--- config.mk ---
export PLATFORM = sky130hd
export DESIGN_NAME = fetch_pc_unit_flat
export DESIGN_NICKNAME = d
export VERILOG_FILES = /design/src/rtl/fetch_pc_unit_if.sv /design/src/rtl/fetch_pc_unit.sv /design/src/flat_wrapper.sv
export SDC_FILE = /design/constraint.sdc
export NUM_CORES = 1
export LEC_CHECK = 0
export ABC_AREA = 1
export CAP_MARGIN = 5
export CORE_UTILIZATION = 25
export DETAILED_ROUTE_END_ITERATION = 8
export GPL_ROUTABILITY_DRIVEN = 0
export PLACE_DENSITY = 0.46
export SLEW_MARGIN = 20
export SYNTH_ARGS = -nofsm -noshare
export SYNTH_HDL_FRONTEND = slang
export SYNTH_SLANG_ARGS = --single-unit
--- constraint.sdc ---
create_clock -name clk -period 5 [get_ports clk]
set_clock_uncertainty 0.1 [all_clocks]
set_input_delay 1 -clock clk [delete_from_list [all_inputs] [get_ports clk]]
set_output_delay 1 -clock clk [all_outputs]
set_load 0.01 [all_outputs]
--- src/rtl/fetch_pc_unit_if.sv ---
// Fetch-unit bus: BTB lookup/training, execute resolve and status signals.
// The master modport is the fetch_pc_unit side; slave is its environment.
interface fetch_pc_unit_if;
    // Fetch control and BTB lookup
    logic        stall;
    logic [31:0] PC;
    logic        fetchValid;
    logic        btbValid;
    logic [31:0] btbTarget;
    logic        btbTaken;

    // Resolve from execute
    logic        resolveValid;
    logic        resolveIsBranch;
    logic        resolveTaken;
    logic [31:0] resolveTarget;

    // BTB training and pipeline redirect
    logic        update;
    logic [31:0] updatePC;
    logic [31:0] updateTarget;
    logic        mispredicted;
    logic        flush;

    // Status
    logic        qFull;
    logic        errResolveEmpty;
    logic [31:0] branchCount;
    logic [31:0] mispredictCount;

    modport master (
        input  stall, btbValid, btbTarget, btbTaken,
        input  resolveValid, resolveIsBranch, resolveTaken, resolveTarget,
        output PC, fetchValid,
        output update, updatePC, updateTarget, mispredicted, flush,
        output qFull, errResolveEmpty, branchCount, mispredictCount
    );

    modport slave (
        output stall, btbValid, btbTarget, btbTaken,
        output resolveValid, resolveIsBranch, resolveTaken, resolveTarget,
        input  PC, fetchValid,
        input  update, updatePC, updateTarget, mispredicted, flush,
        input  qFull, errResolveEmpty, branchCount, mispredictCount
    );
endinterface

--- src/rtl/fetch_pc_unit.sv ---
// fetch_pc_unit: next-PC generator with an in-order prediction queue.
// Each fetched PC is queued with its BTB prediction; execute resolves the
// oldest entry, which yields BTB training pulses and, when the predicted
// next PC was wrong, a redirect (queue clear + PC reload + flush pulse).
// Optional feature macro: FETCH_PERF_CNT_EN enables the branch and
// redirect counters; otherwise branchCount/mispredictCount read 0.
// rst is asynchronous and active-low.
module fetch_pc_unit #(
    parameter logic [31:0] RESET_PC = 32'h0000_0000,
    parameter int          QDEPTH   = 4
) (
    input  logic             clk,
    input  logic             rst,
    fetch_pc_unit_if.master  bus
);
    localparam int PW = (QDEPTH > 1) ? $clog2(QDEPTH) : 1;
    localparam int CW = PW + 1;

    // Queue storage (data needs no reset: occupancy is tracked by pointers)
    logic [31:0]   r_q_pc     [QDEPTH];
    logic          r_q_taken  [QDEPTH];
    logic [31:0]   r_q_target [QDEPTH];
    logic [PW-1:0] r_head;
    logic [PW-1:0] r_tail;
    logic [CW-1:0] r_count;

    // Fetch address and registered training / redirect outputs
    logic [31:0] r_pc;
    logic        r_update;
    logic [31:0] r_update_pc;
    logic [31:0] r_update_target;
    logic        r_mispred;
    logic        r_flush;
    logic        r_err_empty;

    // Combinational fetch / resolve decisions
    logic        w_full;
    logic        w_empty;
    logic        w_fetch_en;
    logic        w_pred_taken;
    logic [31:0] w_fetch_next;
    logic        w_deq;
    logic [31:0] w_head_pc;
    logic        w_head_taken;
    logic [31:0] w_head_target;
    logic [31:0] w_head_seq;
    logic [31:0] w_actual_next;
    logic [31:0] w_pred_next;
    logic        w_redirect;
    logic        w_train;

    assign w_full  = (r_count == CW'(QDEPTH));
    assign w_empty = (r_count == '0);

    // The redirect reaction is visible as r_flush; fetch pauses for that
    // cycle so the redirected PC is only fetched once the pipeline is clean.
    // Gating with rst keeps fetchValid low while reset is held.
    assign w_fetch_en   = rst & ~bus.stall & ~w_full & ~r_flush;
    assign w_pred_taken = bus.btbValid & bus.btbTaken;
    assign w_fetch_next = w_pred_taken ? bus.btbTarget : (r_pc + 32'd4);

    // Resolve compares the head entry's predicted next PC with reality
    assign w_deq         = bus.resolveValid & ~w_empty;
    assign w_head_pc     = r_q_pc[r_head];
    assign w_head_taken  = r_q_taken[r_head];
    assign w_head_target = r_q_target[r_head];
    assign w_head_seq    = w_head_pc + 32'd4;
    assign w_actual_next = (bus.resolveIsBranch & bus.resolveTaken) ? bus.resolveTarget : w_head_seq;
    assign w_pred_next   = w_head_taken ? w_head_target : w_head_seq;
    assign w_redirect    = w_deq & (w_actual_next != w_pred_next);
    assign w_train       = w_deq & bus.resolveIsBranch;

    // Write the fetched PC and its prediction into the tail slot
    always_ff @(posedge clk) begin
        if (w_fetch_en) begin
            r_q_pc[r_tail]     <= r_pc;
            r_q_taken[r_tail]  <= w_pred_taken;
            r_q_target[r_tail] <= bus.btbTarget;
        end
    end

    // Queue pointers and occupancy; a redirect discards everything in flight
    always_ff @(posedge clk or negedge rst) begin
        if (!rst) begin
            r_head  <= '0;
            r_tail  <= '0;
            r_count <= '0;
        end else if (w_redirect) begin
            r_head  <= '0;
            r_tail  <= '0;
            r_count <= '0;
        end else begin
            if (w_fetch_en) begin
                r_tail <= r_tail + PW'(1);
            end
            if (w_deq) begin
                r_head <= r_head + PW'(1);
            end
            case ({w_fetch_en, w_deq})
                2'b10:   r_count <= r_count + CW'(1);
                2'b01:   r_count <= r_count - CW'(1);
                default: r_count <= r_count;
            endcase
        end
    end

    // Fetch PC: redirect wins, otherwise follow the prediction on fetch
    always_ff @(posedge clk or negedge rst) begin
        if (!rst) begin
            r_pc <= RESET_PC;
        end else if (w_redirect) begin
            r_pc <= w_actual_next;
        end else if (w_fetch_en) begin
            r_pc <= w_fetch_next;
        end
    end

    // One-cycle BTB training pulse and flush pulse after a resolve
    always_ff @(posedge clk or negedge rst) begin
        if (!rst) begin
            r_update        <= 1'b0;
            r_update_pc     <= '0;
            r_update_target <= '0;
            r_mispred       <= 1'b0;
            r_flush         <= 1'b0;
        end else begin
            r_update        <= w_train;
            r_update_pc     <= w_train ? w_head_pc : 32'd0;
            r_update_target <= w_train ? bus.resolveTarget : 32'd0;
            r_mispred       <= w_train & (w_head_taken != bus.resolveTaken);
            r_flush         <= w_redirect;
        end
    end

    // Sticky error: a resolve arrived with nothing in flight
    always_ff @(posedge clk or negedge rst) begin
        if (!rst) begin
            r_err_empty <= 1'b0;
        end else if (bus.resolveValid && w_empty) begin
            r_err_empty <= 1'b1;
        end
    end

`ifdef FETCH_PERF_CNT_EN
    logic [31:0] r_branch_cnt;
    logic [31:0] r_mispred_cnt;

    // Performance counters: trained branches and redirects, free-running wrap
    always_ff @(posedge clk or negedge rst) begin
        if (!rst) begin
            r_branch_cnt  <= '0;
            r_mispred_cnt <= '0;
        end else begin
            if (w_train) begin
                r_branch_cnt <= r_branch_cnt + 32'd1;
            end
            if (w_redirect) begin
                r_mispred_cnt <= r_mispred_cnt + 32'd1;
            end
        end
    end

    assign bus.branchCount     = r_branch_cnt;
    assign bus.mispredictCount = r_mispred_cnt;
`else
    assign bus.branchCount     = 32'd0;
    assign bus.mispredictCount = 32'd0;
`endif

    assign bus.PC              = r_pc;
    assign bus.fetchValid      = w_fetch_en;
    assign bus.update          = r_update;
    assign bus.updatePC        = r_update_pc;
    assign bus.updateTarget    = r_update_target;
    assign bus.mispredicted    = r_mispred;
    assign bus.flush           = r_flush;
    assign bus.qFull           = w_full;
    assign bus.errResolveEmpty = r_err_empty;

endmodule
--- src/flat_wrapper.sv ---
// flat-port wrapper written by rule: the top's interface ports become plain ports
module fetch_pc_unit_flat 
#(
    parameter logic [31:0] RESET_PC = 32'h0000_0000,
    parameter int          QDEPTH   = 4
)
  (clk, rst, bus_stall, bus_btbValid, bus_btbTarget, bus_btbTaken, bus_resolveValid, bus_resolveIsBranch, bus_resolveTaken, bus_resolveTarget, bus_PC, bus_fetchValid, bus_update, bus_updatePC, bus_updateTarget, bus_mispredicted, bus_flush, bus_qFull, bus_errResolveEmpty, bus_branchCount, bus_mispredictCount);
  fetch_pc_unit_if bus_i ();
  input  logic clk;
  input  logic rst;
  input wire logic [$bits(bus_i.stall)-1:0] bus_stall;
  input wire logic [$bits(bus_i.btbValid)-1:0] bus_btbValid;
  input wire logic [$bits(bus_i.btbTarget)-1:0] bus_btbTarget;
  input wire logic [$bits(bus_i.btbTaken)-1:0] bus_btbTaken;
  input wire logic [$bits(bus_i.resolveValid)-1:0] bus_resolveValid;
  input wire logic [$bits(bus_i.resolveIsBranch)-1:0] bus_resolveIsBranch;
  input wire logic [$bits(bus_i.resolveTaken)-1:0] bus_resolveTaken;
  input wire logic [$bits(bus_i.resolveTarget)-1:0] bus_resolveTarget;
  output wire logic [$bits(bus_i.PC)-1:0] bus_PC;
  output wire logic [$bits(bus_i.fetchValid)-1:0] bus_fetchValid;
  output wire logic [$bits(bus_i.update)-1:0] bus_update;
  output wire logic [$bits(bus_i.updatePC)-1:0] bus_updatePC;
  output wire logic [$bits(bus_i.updateTarget)-1:0] bus_updateTarget;
  output wire logic [$bits(bus_i.mispredicted)-1:0] bus_mispredicted;
  output wire logic [$bits(bus_i.flush)-1:0] bus_flush;
  output wire logic [$bits(bus_i.qFull)-1:0] bus_qFull;
  output wire logic [$bits(bus_i.errResolveEmpty)-1:0] bus_errResolveEmpty;
  output wire logic [$bits(bus_i.branchCount)-1:0] bus_branchCount;
  output wire logic [$bits(bus_i.mispredictCount)-1:0] bus_mispredictCount;
  assign bus_i.stall = bus_stall;
  assign bus_i.btbValid = bus_btbValid;
  assign bus_i.btbTarget = bus_btbTarget;
  assign bus_i.btbTaken = bus_btbTaken;
  assign bus_i.resolveValid = bus_resolveValid;
  assign bus_i.resolveIsBranch = bus_resolveIsBranch;
  assign bus_i.resolveTaken = bus_resolveTaken;
  assign bus_i.resolveTarget = bus_resolveTarget;
  assign bus_PC = bus_i.PC;
  assign bus_fetchValid = bus_i.fetchValid;
  assign bus_update = bus_i.update;
  assign bus_updatePC = bus_i.updatePC;
  assign bus_updateTarget = bus_i.updateTarget;
  assign bus_mispredicted = bus_i.mispredicted;
  assign bus_flush = bus_i.flush;
  assign bus_qFull = bus_i.qFull;
  assign bus_errResolveEmpty = bus_i.errResolveEmpty;
  assign bus_branchCount = bus_i.branchCount;
  assign bus_mispredictCount = bus_i.mispredictCount;
  fetch_pc_unit #(.RESET_PC(RESET_PC), .QDEPTH(QDEPTH)) u_core (.clk(clk), .rst(rst), .bus(bus_i));
endmodule
==> run_results.csv <==
group,metric,value,unit
outcome,status,"finished clean",
critical_path,crit_buf_inv,3,
critical_path,cp_common_cell,"nand2_1",
critical_path,required,5400,ps
logic_synthesis,synth_seq_cells,367,
clocking,cts-resized-gates,0,
global_route,grt_usage,16.6,%
clocking,cts_tree,"built",
routing,dr.pass1.iters,6,
global_route,grt_antenna_before_repair,2,
logic_synthesis,syn-instance-count,2197,
timing,period_needed,4400,ps
cells_and_area,drive_above_1_share,7.15,%
clocking,cts_buffers,46,
power,p_leak,9.61,nW
critical_path,worstSetupEndpointType,"flop",
cells_and_area,multi_input_area,0.00723,sq mm
logic_synthesis,yosysUniqueCellTypes,41,
critical_path,path_cells,"inv_4 -> buf_12 -> nand2_1 -> nand2_1 -> nand2_1 -> nand2_1 -> nand2_1 -> nor2_1 -> nand2_1 -> nor2_1 -> nand3_1 -> nand3_1 -> nand2_1 -> nand2_1 -> nand2_1 -> nor2_1 -> nand2_1 -> nor2_2 -> nand3_2 -> nand2_4 -> buf_12 -> nand3_1 -> nand3_1",
clocking,postCtsSetupBuffers,0,
cells_and_area,seq_area,0.0105,sq mm
cells_and_area,fillCellCount,7830,
clocking,cts.path.max_buffers,3,
timing,finalSetupViolations,0,
flow_run,cap_violations,0,
routing,drc,0,
global_route,grt_pass1_wl,95.7,mm
logic_synthesis,avgSynthCellArea,8.58,sq um
logic_synthesis,yosysMostFrequentCell,"nand2_1",
routing,drt_iter0_drc,1432,
timing,setup_ws,603,ps
global_route,overflow,0,
logic_synthesis,yosys_warnings,0,
floorplanning,dieHeight,277,microns
floorplanning,row_count,100,
critical_path,cp_top_family,"simple AND/OR/NAND/NOR gates",
logic_synthesis,yosys-top-cells-count,"805 x nand2_1, 295 x nand3_1, 260 x edfxtp_1",
clocking,clkTransAtPathRegs,60,ps
timing,relSlewSlack,36.8,%
power,powerDensity,615,mW/mm^2
floorplanning,start_util,25.3,%
cells_and_area,syn_to_final_growth,21.9,%
clocking,cts.sinks,367,
global_route,first_global_vias,14844,
floorplanning,io-pin-count,238,
floorplanning,die_x,277,microns
routing,wl,64.7,mm
timing,finalHoldViolCount,0,
logic_synthesis,synth_edf_count,260,
placed_design,place_hpwl,46.4,mm
clocking,ctsHoldBuffers,0,
timing,finalMaxSlewViolations,0,
critical_path,criticalPathCategory,"flop to flop",
routing,routedWlPerCell,19.3,microns
logic_synthesis,synth.area.top_cells,"edfxtp_1 41%, nand2_1 16%, dfrtp_1 14%",
clocking,cts-root-buf,"clkbuf_16",
power,vdd_drop_max,0.292,mV
routing,vias_per_cell,4.66,
cells_and_area,antennaDiodeCount,0,
timing,finalSetupTns,0,ps
logic_synthesis,syn_area,0.0189,sq mm
timing,max_freq,227,MHz
clocking,clock_latency,590,ps
logic_synthesis,synth_top_area_share,41.4,%
timing,rsz0062_at_grt,"no",
routing,num_vias,15666,
critical_path,slowest_stage,"dfrtp_4",
critical_path,critPathArrivalTime,4800,ps
logic_synthesis,synth_flop_cell,"edfxtp_1",
routing,postRouteAntennaNets,0,
critical_path,worst-path-max-fanout,51,
placed_design,pre_cts_ws,639,ps
critical_path,start_kind,"flop",
worst_hold_path,hp-class,"flop to flop",
logic_synthesis,yosysTopAreaCell,"edfxtp_1",
global_route,grt_max_degree,87,
logic_synthesis,synth_seq_area_share,55.6,%
timing,worst_pin_slew,948,ps
critical_path,cpPeakStageDelay,500,ps
floorplanning,die_area,0.0765,sq mm
cells_and_area,nets,2433,
timing,period_share,87.9,%
floorplanning,coreArea,0.0746,sq mm
clocking,htreeDepth,2,
logic_synthesis,async_reset_ff_share,29.2,%
placed_design,portBuffers,173,
-- through the flow --
stage	utilization (%)	hold WS, ps	instance area [sq um]	instances	power [mW]
floorplan	-	412	19100	2260	8.35
global placement	28.7	368	21400	3275	10.7
detailed placement	28.7	381	21400	3275	10.7
CTS	30.8	394	23000	3360	14.2
global route	30.8	403	23000	3360	15.1
finish	30.8	392	23000	3360	14.1
-- report_power, final --
group          internal, mW  switching [mW]
clock                  2.10            1.35
combinational          2.02            4.27
sequential             3.86           0.537
-- cell type report --
| class | count | share of cell area [%] |
|---|---|---|
| clock buffers | 58 | 5.47 |
| repair buffers | 210 | 8.96 |
| flip-flops and latches | 367 | 45.6 |
| clock inverters | 27 | 1.34 |
| well taps | 969 | 5.27 |
| multi-input cells | 1613 | 31.4 |
| inverters | 116 | 1.91 |
-- per-layer routing --
layer  track usage [%]  vias up  share of wire (%)
met1              23.3     7570                 47
met4              4.63        2                2.4
met3              2.67       89                5.6
met5                 0        -              0.017
li1                  -     7466                  -
met2              26.3      539                 45
-- flip-flops by register name, indices dropped and copies added, names as in the netlist, 2 cells and up --
signal / cells
u_core.r_q_pc: 128
u_core.bus.updateTarget: 32
u_core.bus.updatePC: 32
u_core.bus.PC: 32
u_core.r_head: 2
u_core.r_tail: 2
u_core.r_q_target: 128
u_core.r_count: 3
u_core.r_q_taken: 4
-- layout by cell type, fill, tap and decap left out, drive strengths merged, types with 3 or more instances in the layout --
cell and count:
inv 114, a211oi 5, buf 38, ha 6
a32oi 15, clkinv 22, a21oi 53, xnor2 6
nand2 806, conb 64, a32o 8, dfrtp 107
clkdlybuf4s50 172, nand4 16, edfxtp 260, nor3 16
nor2 207, xor2 27, clkbuf 58, o22ai 5
o21ai 46, nand3 297, bufinv 6, nor4 3
or2 20
-- final timing paths --
| check | from | to | slack [ps] | cells past startpoint |
|---|---|---|---|---|
| setup / recovery | u_core.r_head[0] | u_core.bus.PC[23] | 600 | 23 |
| hold / removal | u_core.bus.errResolveEmpty | u_core.bus.errResolveEmpty | 390 | 1 |
| setup reg to reg | u_core.r_head[0] | u_core.bus.PC[23] | 600 | 23 |
| hold reg to reg | u_core.bus.errResolveEmpty | u_core.bus.errResolveEmpty | 390 | 1 |
| max in group asynchronous | rst | u_core.r_head[0] | 2910 | 3 |
| min in group asynchronous | rst | u_core.bus.updatePC[7] | 450 | 2 |
-- kinds of logic after synthesis --
logic type                 share of synthesized area (%)
AOI/OAI and AO/OA                                   4.62
xor gates and xnor gates                            1.53
adders and majority gates                          0.504
buffers and inverters                               7.61
DFF                                                 55.6
other                                             0.0199
and+or+nand+nor                                     30.1
-- worst register-to-register path, cell delays in order, from the launching register on --
cell and delay (ps):
dfrtp_4 500, inv_4 300, buf_12 300, nand2_1 150, nand2_1 70, nand2_1 50, nand2_1 200, nand2_1 110
nor2_1 290, nand2_1 130, nor2_1 310, nand3_1 170, nand3_1 130, nand2_1 70, nand2_1 70, nand2_1 90
nor2_1 130, nand2_1 70, nor2_2 150, nand3_2 120, nand2_4 390, buf_12 220, nand3_1 80, nand3_1 100
Note: power is estimated with default switching activity, not from simulation.
